### config.mk
export PLATFORM = sky130hd
export DESIGN_NAME = tone_divider_bank
export DESIGN_NICKNAME = d
export VERILOG_FILES = /design/src/rtl/tone_divider_bank.sv
export SDC_FILE = /design/constraint.sdc
export NUM_CORES = 1
export LEC_CHECK = 0
export ABC_AREA = 1
export ABC_CLOCK_PERIOD_IN_PS = 2200
export BUFFER_PORTS_ARGS = -buffer_cell sky130_fd_sc_hd__clkbuf_2
export CAP_MARGIN = 20
export CELL_PAD_IN_SITES_DETAIL_PLACEMENT = 0
export CELL_PAD_IN_SITES_GLOBAL_PLACEMENT = 2
export CORE_MARGIN = 2
export CORE_UTILIZATION = 37
export CTS_BUF_LIST = sky130_fd_sc_hd__clkbuf_8 sky130_fd_sc_hd__clkbuf_16
export CTS_CLUSTER_DIAMETER = 100
export DETAILED_ROUTE_END_ITERATION = 6
export GPL_TIMING_DRIVEN = 0
export PLACE_DENSITY = 0.85
export SETUP_SLACK_MARGIN = 0.3
export SLEW_MARGIN = 30
export SYNTH_ARGS = -nofsm -noshare
export SYNTH_HDL_FRONTEND = slang
export SYNTH_SLANG_ARGS = --single-unit
### constraint.sdc
create_clock -name clk -period 2.2 [get_ports clk]
set_clock_uncertainty 0.2 [all_clocks]
set_input_delay 0.33 -clock clk [delete_from_list [all_inputs] [get_ports clk]]
set_output_delay 0.33 -clock clk [all_outputs]
set_load 0.02 [all_outputs]
### src/rtl/tone_divider_bank.sv
// Multi-channel programmable divider: each channel yields a 50 % square wave or a
// one-cycle strobe, with double-buffered divisors swapped only at period boundaries.
module tone_divider_bank #(
  parameter int unsigned CH      = 4,
  parameter int unsigned CH_W    = 2,
  parameter int unsigned DIV_W   = 26,
  parameter int unsigned RST_DIV = 24_999_999
) (
  input  logic             clk,
  input  logic             rst,
  input  logic [CH-1:0]    en,
  input  logic [CH-1:0]    mode,
  input  logic             ld,
  input  logic [CH_W-1:0]  ld_ch,
  input  logic [DIV_W-1:0] ld_div,
  output logic             ld_ack,
  output logic [CH-1:0]    clk_out,
  output logic [CH-1:0]    tick
);

  localparam logic [DIV_W-1:0] RST_VAL = DIV_W'(RST_DIV);

  logic w_ld_ok;
  logic r_ld_ack;

  // Loads addressed beyond the last channel are silently dropped and not acknowledged.
  assign w_ld_ok = ld && (32'(ld_ch) < CH);
  assign ld_ack  = r_ld_ack;

  always_ff @(posedge clk or negedge rst) begin
    if (!rst) begin
      r_ld_ack <= 1'b0;
    end else begin
      // NOTE: sequential state uses non-blocking assignments so every register samples
      // pre-edge values; blocking here would create order-dependent simulation races.
      r_ld_ack <= w_ld_ok;
    end
  end

  for (genvar i = 0; i < CH; i++) begin : g_ch
    logic [DIV_W-1:0] r_cnt;
    logic [DIV_W-1:0] r_act_div;
    logic [DIV_W-1:0] r_shd_div;
    logic             r_out;
    logic             r_tick;
    logic             w_hit;
    logic             w_term;

    assign w_hit  = w_ld_ok && (ld_ch == CH_W'(i));
    assign w_term = en[i] && (r_cnt == r_act_div);

    always_ff @(posedge clk or negedge rst) begin
      if (!rst) begin
        r_cnt     <= '0;
        r_act_div <= RST_VAL;
        r_shd_div <= RST_VAL;
        r_out     <= 1'b0;
        r_tick    <= 1'b0;
      end else begin
        if (w_hit) begin
          r_shd_div <= ld_div;
        end

        if (!en[i]) begin
          r_cnt     <= '0;
          r_out     <= 1'b0;
          r_tick    <= 1'b0;
          r_act_div <= r_shd_div;
        end else if (w_term) begin
          r_cnt     <= '0;
          // A load landing on the boundary bypasses the shadow so the newest value wins.
          r_act_div <= w_hit ? ld_div : r_shd_div;
          r_tick    <= 1'b1;
          r_out     <= mode[i] ? 1'b1 : ~r_out;
        end else begin
          r_cnt     <= r_cnt + DIV_W'(1);
          r_tick    <= 1'b0;
          r_out     <= mode[i] ? 1'b0 : r_out;
        end
      end
    end

    assign clk_out[i] = r_out;
    assign tick[i]    = r_tick;
  end

endmodule
==> flow_summary.yaml <==
drt:
  wirelength_um: 49250
  viasPerCell: 4.686
  wl_per_cell_um: 15.55
  drc_errors: 0
  first_pass_iters: 5
  antenna_left: 0
  drtIter0Drc: 805
  vias: 14840
pwr:
  total_power_uw: 16220
  max-vdd-ir-drop_mv: 0.4451
  p_per_area_nw_per_um2: 744.5
  leakage_uw: 0.01061
timing:
  hold_violations: 0
  slew_headroom: 0.5929
  hold_slack_ps: 26.42
  worst_pin_slew_ps: 610.6
  fin_ws_ps: 168.9
  min_period_over_period: 0.9232
  setup_viol: 0
  maxSlewViolCount: 0
  finalCriticalPeriod_ps: 2031
  grt_setup_unrepaired: "true"
  fmax_mhz: 492.3
synthesis:
  postSynthNetCount: 2397
  synth_common_cells: "735 x nand2_1, 361 x inv_1, 228 x nor2_1"
  netlist_area_um2: 17280
  synth.most_common_cell: "nand2_1"
  yosys_warnings: 0
  synth-async-reset-ratio: 1.000
  synth.avg_cell_area_um2: 7.342
  synth_edf_count: 0
  synth.area.top_cells: "dfrtp_1 27%, dfstp_2 21%, nand2_1 16%"
  ys_seq_area_frac: 0.4746
  synth_ff_type: "dfrtp_1"
  synth.distinct_cells: 30
  ys_seq_elements: 321
  yosysTopAreaCellShare: 0.2678
  syn_inst: 2354
  synth_area_leader_cell: "dfrtp_1"
final_layout:
  final_area_um2: 21780
  drive_gt1_frac: 0.2242
  area_growth_pct: 26.03
  multi_input_area_um2: 8010
  fill_cells: 4588
  layout.nets: 2573
  ff_latch_area_um2: 8212
  antennaDiodeCount: 0
  post-route-util: 0.4699
global_routing:
  grt_max_degree: 77
  grt_pass1_wl_um: 77650
  grt_pass1_vias: 14250
  track_usage: 0.2045
  grt_antenna_before_repair: 2
  overflow: 0
cts:
  clkTransAtPathRegs_ps: 60
  htreeDepth: 2
  cts_tree: "yes"
  cts-root-buf: "clkbuf_16"
  cts.path.max_buffers: 3
  cts.sinks: 321
  numCtsBuffers: 40
  clk_latency_ps: 560
floorplanning:
  die_width_um: 220.1
  dieHeight_um: 220.1
  core_area_um2: 46360
  initial_utilization: 0.3728
  die-area_um2: 48460
  row_count: 79
  ios: 48
critical_path:
  crit_path_frequent_cell: "nand2_1"
  worstSetupPathType: "reg -> reg"
  path_max_fanout: 7
  max_stage_delay_ps: 550
  crit_buf_inv: 2
  cp-end-kind: "register"
  cpMaxStageDelayCell: "dfstp_2"
  cp-start-kind: "register"
  critical_path.cell_chain: "xnor2_2 > nand2_1 > nor2_2 > nand2_1 > nor2_2 > nand2_2 > nand2_4 > buf_8 > buf_12 > nand2_2 > nand2_1"
  crit_required_ps: 2500
  arrival_ps: 2330
  cp_top_family: "simple AND/OR/NAND/NOR gates"
placement:
  gp_congestion: 0.8501
  placed_cell_area_um2: 18390
  dpl.hpwl_um: 33770
  dp_slack_ps: -12.56
  io_buffers: 45
hold_path:
  hold_class: "in -> reg"
run_status:
  outcome: "completed"
flow_run:
  max_cap_viol_count: 0
-- kinds of logic (layout without fill, tap and decap cells) --
group / Yosys count / after routing / share of synthesized area
compound gates: 224 / 224 / 0.06508
fa+ha+maj: 4 / 4 / 0.002896
flops: 321 / 321 / 0.4746
simple gates: 1210 / 1210 / 0.2859
xor+xnor: 122 / 122 / 0.06182
buf+inv: 473 / 679 / 0.1097
-- worst paths after layout --
path                       slack (ps)  cells after the start                              start                                 to
max                               170                     11   g_ch[2].r_act_div[4]$_DFFE_PN1P_   g_ch[2].r_act_div[4]$_DFFE_PN1P_
min                                30                      3                         ld_div[21]    g_ch[3].r_shd_div[21]$_DFF_PN1_
max reg2reg                       170                     11   g_ch[2].r_act_div[4]$_DFFE_PN1P_   g_ch[2].r_act_div[4]$_DFFE_PN1P_
min reg2reg                       270                      2  g_ch[2].r_act_div[24]$_DFFE_PN1P_  g_ch[2].r_act_div[24]$_DFFE_PN1P_
max in group asynchronous         620                      4                                rst         g_ch[2].r_cnt[8]$_DFF_PN0_
min in group asynchronous          60                      2                                rst         g_ch[0].r_cnt[1]$_DFF_PN0_
-- cell type report --
| type | count | area share |
|---|---|---|
| multi-input combinational | 1560 | 0.3677 |
| sequential | 321 | 0.3770 |
| buffer | 98 | 0.03228 |
| tap | 607 | 0.03486 |
| inverter | 375 | 0.06462 |
| clock buffer | 48 | 0.05152 |
| timing repair buffer | 134 | 0.06427 |
| clock inverter | 24 | 0.007754 |
-- timing repair --
action                                 in CTS  in global routing
setup endpoints to repair                 209                214
gates resized for setup                   110                226
endpoints found under the hold margin     200                  0
hold buffers                               21                  0
gates cloned                                4                 13
setup buffers                              24                 23
pin swaps                                  22                 94
-- metal layers --
layer | track usage | up-vias | part of all wire
met4 | 0.06823 | 4 | 0.032
met3 | 0.02969 | 91 | 0.033
met2 | 0.3328 | 202 | 0.47
li1 | - | 7570 | -
met5 | 0 | - | 0.00043
met1 | 0.2800 | 6975 | 0.47
-- stage by stage --
stage               cells  TNS (ps)
finish               3167         0
global route         3167         0
CTS                  3131         0
detailed placement   3010    -12.56
global placement     3006  -1839560
floorplan            2354         0
-- sequential cells by signal, indices dropped and copies added (netlist names) --
name	flops
g_ch.r_act_div	104
g_ch.r_cnt	104
g_ch.r_shd_div	104
g_ch.r_out	4
g_ch.r_tick	4
ld_ack	1
-- power breakdown --
part           switching (uW)  internal, uW
logic                    1470           992
registers                 432          6800
clock network            2680          3850
-- worst min-delay path: stages --
cell,delay [ps]
clkbuf_2,200
o21ai_0,150
inv_1,70
-- layout by cell type (no fill, tap or decap), types with 7 or more instances in the layout --
cell type / instances
buf_12: 10
buf_2: 7
buf_4: 44
buf_6: 13
buf_8: 17
clkbuf_1: 47
clkbuf_16: 53
clkbuf_2: 45
clkbuf_8: 8
clkinv_2: 8
dfrtp_1: 178
dfrtp_2: 7
dfstp_2: 136
dlygate4sd3_1: 21
inv_1: 366
inv_2: 18
nand2_1: 666
nand2_2: 55
nand2_4: 20
nand3_1: 146
nand3_2: 13
nand4_1: 40
nor2_1: 149
nor2_2: 57
nor2_4: 30
nor3_1: 24
o21ai_0: 208
o21ai_1: 11
xnor2_1: 49
xor2_1: 67
(Power assumes the default switching activity.)
